File: src/rtl/rapid_mem_stage.sv
// MEM stage of the rapid pipeline: pass-through of ALU results, and loads/stores
// over a single-port data-cache req/ack interface with load alignment and extension.
module rapid_mem_stage #(
    parameter int              XLEN         = 32,
    parameter logic [XLEN-1:0] RESET_VECTOR = '0
) (
    input  logic            clk,
    input  logic            reset,
    input  logic            ex_valid,
    output logic            ex_ready,
    input  logic            ex_mem,
    input  logic            ex_store,
    input  logic [2:0]      ex_funct3,
    input  logic [XLEN-1:0] ex_alu_result,
    input  logic [XLEN-1:0] ex_store_data,
    input  logic [4:0]      ex_rd,
    input  logic [XLEN-1:0] ex_pc,
    output logic            cache_req,
    output logic            cache_rw,
    output logic [1:0]      cache_op,
    output logic [XLEN-1:0] cache_addr,
    output logic [XLEN-1:0] cache_wdata,
    output logic [3:0]      cache_be,
    input  logic            cache_ack,
    input  logic [XLEN-1:0] cache_rdata,
    output logic            wb_valid,
    output logic            wb_we,
    output logic [4:0]      wb_rd,
    output logic [XLEN-1:0] wb_data,
    output logic [XLEN-1:0] wb_pc,
    output logic            mem_fault,
    output logic [1:0]      dbg_state
);

    typedef enum logic [1:0] {
        MEM_WAIT  = 2'd0,
        MEM_READ  = 2'd1,
        MEM_WRITE = 2'd2
    } MEM_state_t;

    MEM_state_t state, next_state;

    logic            accept;
    logic            illegal_f3;
    logic            misaligned;
    logic            is_fault;
    logic [1:0]      dec_op;
    logic [3:0]      be_base;
    logic [3:0]      dec_be;
    logic [XLEN-1:0] dec_wdata;
    logic [2:0]      ld_funct3;
    logic [XLEN-1:0] rdata_shifted;
    logic [7:0]      byte_v;
    logic [15:0]     half_v;
    logic [XLEN-1:0] load_data;

    // Handshake: EX holds its fields while ex_valid is high; a transfer happens on the
    // rising edge where ex_valid && ex_ready. ex_ready is high only while idle and out of reset.
    assign ex_ready  = (state == MEM_WAIT) && !reset;
    assign accept    = ex_valid && ex_ready;
    assign dbg_state = state;

    always_comb begin
        illegal_f3 = 1'b0;
        misaligned = 1'b0;
        dec_op     = 2'd0;
        be_base    = 4'b0000;
        if (ex_store) illegal_f3 = ex_funct3[2] || (ex_funct3[1:0] == 2'b11);
        else          illegal_f3 = (ex_funct3[1:0] == 2'b11) || (ex_funct3 == 3'b110);
        case (ex_funct3[1:0])
            2'b00: begin dec_op = 2'd1; be_base = 4'b0001; end
            2'b01: begin dec_op = 2'd2; be_base = 4'b0011; misaligned = ex_alu_result[0]; end
            2'b10: begin dec_op = 2'd3; be_base = 4'b1111; misaligned = (ex_alu_result[1:0] != 2'b00); end
            default: ;
        endcase
        is_fault  = ex_mem && (illegal_f3 || misaligned);
        dec_be    = be_base << ex_alu_result[1:0];
        dec_wdata = ex_store_data << {ex_alu_result[1:0], 3'b000};
    end

    // Extraction uses the held request address and funct3 captured at acceptance.
    always_comb begin
        rdata_shifted = cache_rdata >> {cache_addr[1:0], 3'b000};
        byte_v        = rdata_shifted[7:0];
        half_v        = cache_addr[1] ? cache_rdata[31:16] : cache_rdata[15:0];
        case (ld_funct3)
            3'b000:  load_data = {{(XLEN-8){byte_v[7]}}, byte_v};
            3'b100:  load_data = {{(XLEN-8){1'b0}}, byte_v};
            3'b001:  load_data = {{(XLEN-16){half_v[15]}}, half_v};
            3'b101:  load_data = {{(XLEN-16){1'b0}}, half_v};
            default: load_data = cache_rdata;
        endcase
    end

    always_comb begin
        next_state = state;
        case (state)
            MEM_WAIT: begin
                if (accept && ex_mem && !is_fault)
                    next_state = ex_store ? MEM_WRITE : MEM_READ;
            end
            MEM_READ, MEM_WRITE: begin
                if (cache_ack) next_state = MEM_WAIT;
            end
            default: next_state = MEM_WAIT;
        endcase
    end

    always_ff @(posedge clk) begin
        if (reset) state <= MEM_WAIT;
        else       state <= next_state;
    end

    always_ff @(posedge clk) begin
        if (reset) begin
            cache_req   <= 1'b0;
            cache_rw    <= 1'b0;
            cache_op    <= 2'd0;
            cache_addr  <= '0;
            cache_wdata <= '0;
            cache_be    <= 4'b0000;
            wb_valid    <= 1'b0;
            wb_we       <= 1'b0;
            wb_rd       <= 5'd0;
            wb_data     <= '0;
            wb_pc       <= RESET_VECTOR;
            mem_fault   <= 1'b0;
            ld_funct3   <= 3'b000;
        end else begin
            wb_valid  <= 1'b0;
            wb_we     <= 1'b0;
            mem_fault <= 1'b0;
            case (state)
                MEM_WAIT: begin
                    if (accept) begin
                        wb_rd <= ex_rd;
                        wb_pc <= ex_pc;
                        if (!ex_mem) begin
                            wb_valid <= 1'b1;
                            wb_we    <= (ex_rd != 5'd0);
                            wb_data  <= ex_alu_result;
                        end else if (is_fault) begin
                            wb_valid  <= 1'b1;
                            mem_fault <= 1'b1;
                            wb_data   <= '0;
                        end else begin
                            cache_req   <= 1'b1;
                            cache_rw    <= ex_store;
                            cache_op    <= dec_op;
                            cache_addr  <= ex_alu_result;
                            cache_wdata <= ex_store ? dec_wdata : '0;
                            cache_be    <= ex_store ? dec_be : 4'b0000;
                            ld_funct3   <= ex_funct3;
                        end
                    end
                end
                MEM_READ, MEM_WRITE: begin
                    if (cache_ack) begin
                        cache_req <= 1'b0;
                        cache_rw  <= 1'b0;
                        cache_op  <= 2'd0;
                        cache_be  <= 4'b0000;
                        wb_valid  <= 1'b1;
                        wb_we     <= (state == MEM_READ) && (wb_rd != 5'd0);
                        wb_data   <= (state == MEM_READ) ? load_data : '0;
                    end
                end
                default: ;
            endcase
        end
    end

endmodule

File: config.mk
export PLATFORM = sky130hd
export DESIGN_NAME = rapid_mem_stage
export DESIGN_NICKNAME = d
export VERILOG_FILES = /design/src/rtl/rapid_mem_stage.sv
export SDC_FILE = /design/constraint.sdc
export NUM_CORES = 1
export LEC_CHECK = 0
export ABC_CLOCK_PERIOD_IN_PS = 2700
export CAP_MARGIN = 20
export CORE_ASPECT_RATIO = 1.2
export CORE_UTILIZATION = 40
export DETAILED_ROUTE_END_ITERATION = 8
export MAX_ROUTING_LAYER = met4
export PLACE_DENSITY_LB_ADDON = 0.08
export SLEW_MARGIN = 0
export SYNTH_ARGS = -nofsm -noshare
export SYNTH_HDL_FRONTEND = slang
export SYNTH_SLANG_ARGS = --single-unit
File: constraint.sdc
create_clock -name clk -period 2.7 [get_ports clk]
set_input_delay 0.405 -clock clk [delete_from_list [all_inputs] [get_ports clk]]
set_output_delay 0.405 -clock clk [all_outputs]
set_load 0.01 [all_outputs]
==> results.py <==
metrics = {
    "run_status": {
        "outcome": "finished, final reports clean",
    },
    "drt": {
        "drt-wirelength-per-cell_um": 17.4,
        "route.detailed.drc": 0,
        "first_iter_violations": 446,
        "ant_nets": 0,
        "routed_via_density": 5.33,
        "detail_route.wirelength_mm": 23.4,
        "via_total_after_detailed_routing": 7180,
        "drt_pass1_iterations": 5,
    },
    "place": {
        "post-place-ws_ps": -31.4,
        "hpwl_mm": 16.9,
        "global_placement_routability_congestion": 0.880,
        "buffer_ports.inserted": 288,
    },
    "hold_path": {
        "min_path_type": "in -> reg",
    },
    "setup_path": {
        "worstPathArrival_ps": 2060,
        "worstPathRequired_ps": 2300,
        "slowest_stage": "clkdlybuf4s50_1",
        "setup.worst_path.start_class": "flop",
        "timing.critical_path.cells": "inv_1 -> ha_1 -> nor2b_1 -> clkdlybuf4s50_1",
        "worstPathBufferInverterCount": 2,
        "cpLargestDelayFamily": "buffers and inverters",
        "path_max_fanout": 11,
        "critical-path-max-stage-delay_ps": 580,
        "end_kind": "output port",
        "path_class": "reg -> out",
    },
    "layout": {
        "syn_to_final_growth_pct": 56.5,
        "fraction_of_layout_instances_using_a_drive_strength_above_1": 0.0857,
        "ant_cells": 0,
        "finish.net_count": 1269,
        "layout.filler_cells": 1502,
    },
    "timing": {
        "min_period_over_period": 0.912,
        "timing.clock.skew_ps": 6.83,
        "final_hold_violations": 0,
        "layout_setup_ws_ps": 239,
        "period_minus_slack_ps": 2460,
        "finalSetupViolCount": 0,
        "tightest_slew_ps": 1120,
        "timing_max_transition_violations_final": 0,
        "tns_ps": 0,
        "grt_setup_unrepaired": "false",
        "fin_hold_ws_ps": 207,
        "relSlewSlack": 0.250,
        "fmaxAchievable_mhz": 406,
    },
    "logic_synthesis": {
        "synth_seq_area_share": 0.435,
        "netlist-cell-type-count": 50,
        "synth_edf_count": 0,
        "number_of_flip_flops_and_latches_in_the_synthesized_netlist": 149,
        "dominantRegCellSynth": "dfxtp_1",
        "yosys_warnings": 0,
        "yosys.area.top_type_share": 0.435,
        "synthDominantAreaCellType": "dfxtp_1",
        "syn-cell-area_sq_mm": 0.00685,
        "synthesized_area_per_cell_sq_um": 8.14,
        "mappedNetlistNets": 992,
        "ys_top_cells_by_area": "dfxtp_1 (44%), nand2_1 (11%), a21oi_1 (6.5%), nand3b_1 (4.3%), mux2i_1 (3.8%)",
        "synth_async_sr_flop_share": 0,
        "syn_inst": 842,
    },
    "clocking": {
        "post_cts.resized_instances": 0,
        "tritoncts.num_buffers": 17,
        "clkSinkCount": 149,
        "worst_skew_pair.late_latency_ps": 430,
        "clk_pin_slew_ps": 60,
        "cts_buffer_depth": 2,
        "tritoncts": "built",
        "hold_buffers": 0,
        "cts-htree-levels": 4,
        "cts.repair_timing.setup_buffer_count": 0,
        "ctsRootBufferMaster": "clkbuf_16",
    },
    "die": {
        "boundary_pins": 289,
        "design.die.area_sq_mm": 0.0177,
        "core_sq_mm": 0.0168,
        "die_w_um": 121,
        "initial_core_util": 0.408,
        "dieHeight_um": 145,
        "rows": 52,
    },
    "grt": {
        "grt_pass1_vias": 6783,
        "number_of_antenna_violations_at_the_first_check_in_global_routing": 0,
        "grt_max_degree": 116,
        "grt_pass1_wl_mm": 36.3,
        "globalRouteOverflowTotal": 0,
        "grt_util_all_layers": 0.273,
    },
    "flow_run": {
        "max-cap-violations": 0,
    },
    "pwr": {
        "power.density_mw_per_mm2": 577,
        "power_w": 0.00619,
        "power.leakage_nw": 3.97,
        "peak_vdd_ir_v": 0.000391,
    },
}
cell type report:
cell class                      instances  area [sq um]  area share
Sequential cell                       149          2980       0.278
Clock inverter                         11           196      0.0183
Clock buffer                           21           470      0.0439
Inverter                                7          26.3     0.00245
Multi-Input combinational cell        612          3520       0.328
Timing Repair Buffer                  332          3260       0.304
Tap cell                              216           270      0.0252
state kept, by name, summed over array words and instances, names as in the netlist, 2 cells and up:
signal,count
dbg_state,2
cache_be,4
cache_wdata,32
wb_data,32
wb_pc,32
wb_rd,5
ld_funct3,3
cache_addr,32
cache_op,2
cells in the mapped netlist (10+ instances only):
master    count
nand2_1     206
dfxtp_1     149
a21oi_1      89
clkbuf_1     46
nand3b_1     39
nor2_1       34
mux2i_1      26
a211oi_1     25
nor3_1       24
buf_2        22
nand3_1      20
a221oi_1     16
a22oi_1      16
nor2b_1      16
mux2_2       11
o21ai_0      10
or3_1        10
metal layers:
metal | GRT usage | routed length [um] | vias up
li1 | - | - | 3511
met1 | 0.320 | 9630 | 3346
met2 | 0.443 | 11300 | 280
met3 | 0.0596 | 1700 | 43
met4 | 0.123 | 836 | 0
met5 | - | 0 | -
report_power, final:
part | internal [W] | total (W) | switching, W
clock network | 0.00172 | 0.00267 | 0.000955
logic | 0.000608 | 0.00112 | 0.000516
registers | 0.00232 | 0.00239 | 0.0000668
total | 0.00465 | 0.00619 | 0.00154
per-stage QoR:
stage	utilization	cells	area (sq um)
3_3_place_gp	0.599	1316	10100
2_1_floorplan	-	842	6850
5_1_grt	0.639	1348	10700
6_report	0.639	1348	10700
4_1_cts	0.639	1348	10700
3_5_place_dp	0.599	1316	10100
logic make-up after synthesis:
kind of cell	Yosys count	synth area share
fa+ha+maj	8	0.0146
flops	149	0.435
simple gates	377	0.264
compound gates	190	0.179
mux	37	0.0560
buf+inv	81	0.0517
worst reg2reg max path: stages (launching register included):
cell and delay, ps:
dfxtp_1 410, inv_1 80, ha_1 430, mux2i_1 390
nor2_2 110, a31oi_4 280, buf_4 180, buf_4 100
nand2_1 40, a21oi_1 140
path summary, 6_finish.rpt:
check,startpoint,endpoint,slack [ps],cells past startpoint
worst max register to register,dbg_state[1],cache_rw,450,9
worst min register to register,cache_wdata[24],cache_wdata[24],450,2
worst min-delay path,reset,cache_be[2],210,2
worst max-delay path,dbg_state[1],ex_ready,240,4
cell usage in the layout (no fill, tap or decap), types with 16 or more instances in the layout:
cell	n
a221oi_1	16
a21oi_1	89
buf_4	41
nor3_1	24
nand3b_1	39
dfxtp_1	149
mux2i_1	26
nand2_1	206
clkdlybuf4s50_1	287
a211oi_1	25
nor2b_1	16
nor2_1	33
nand3_1	20
clkbuf_16	17
a22oi_1	16
Power figures use the tool's default switching activity.
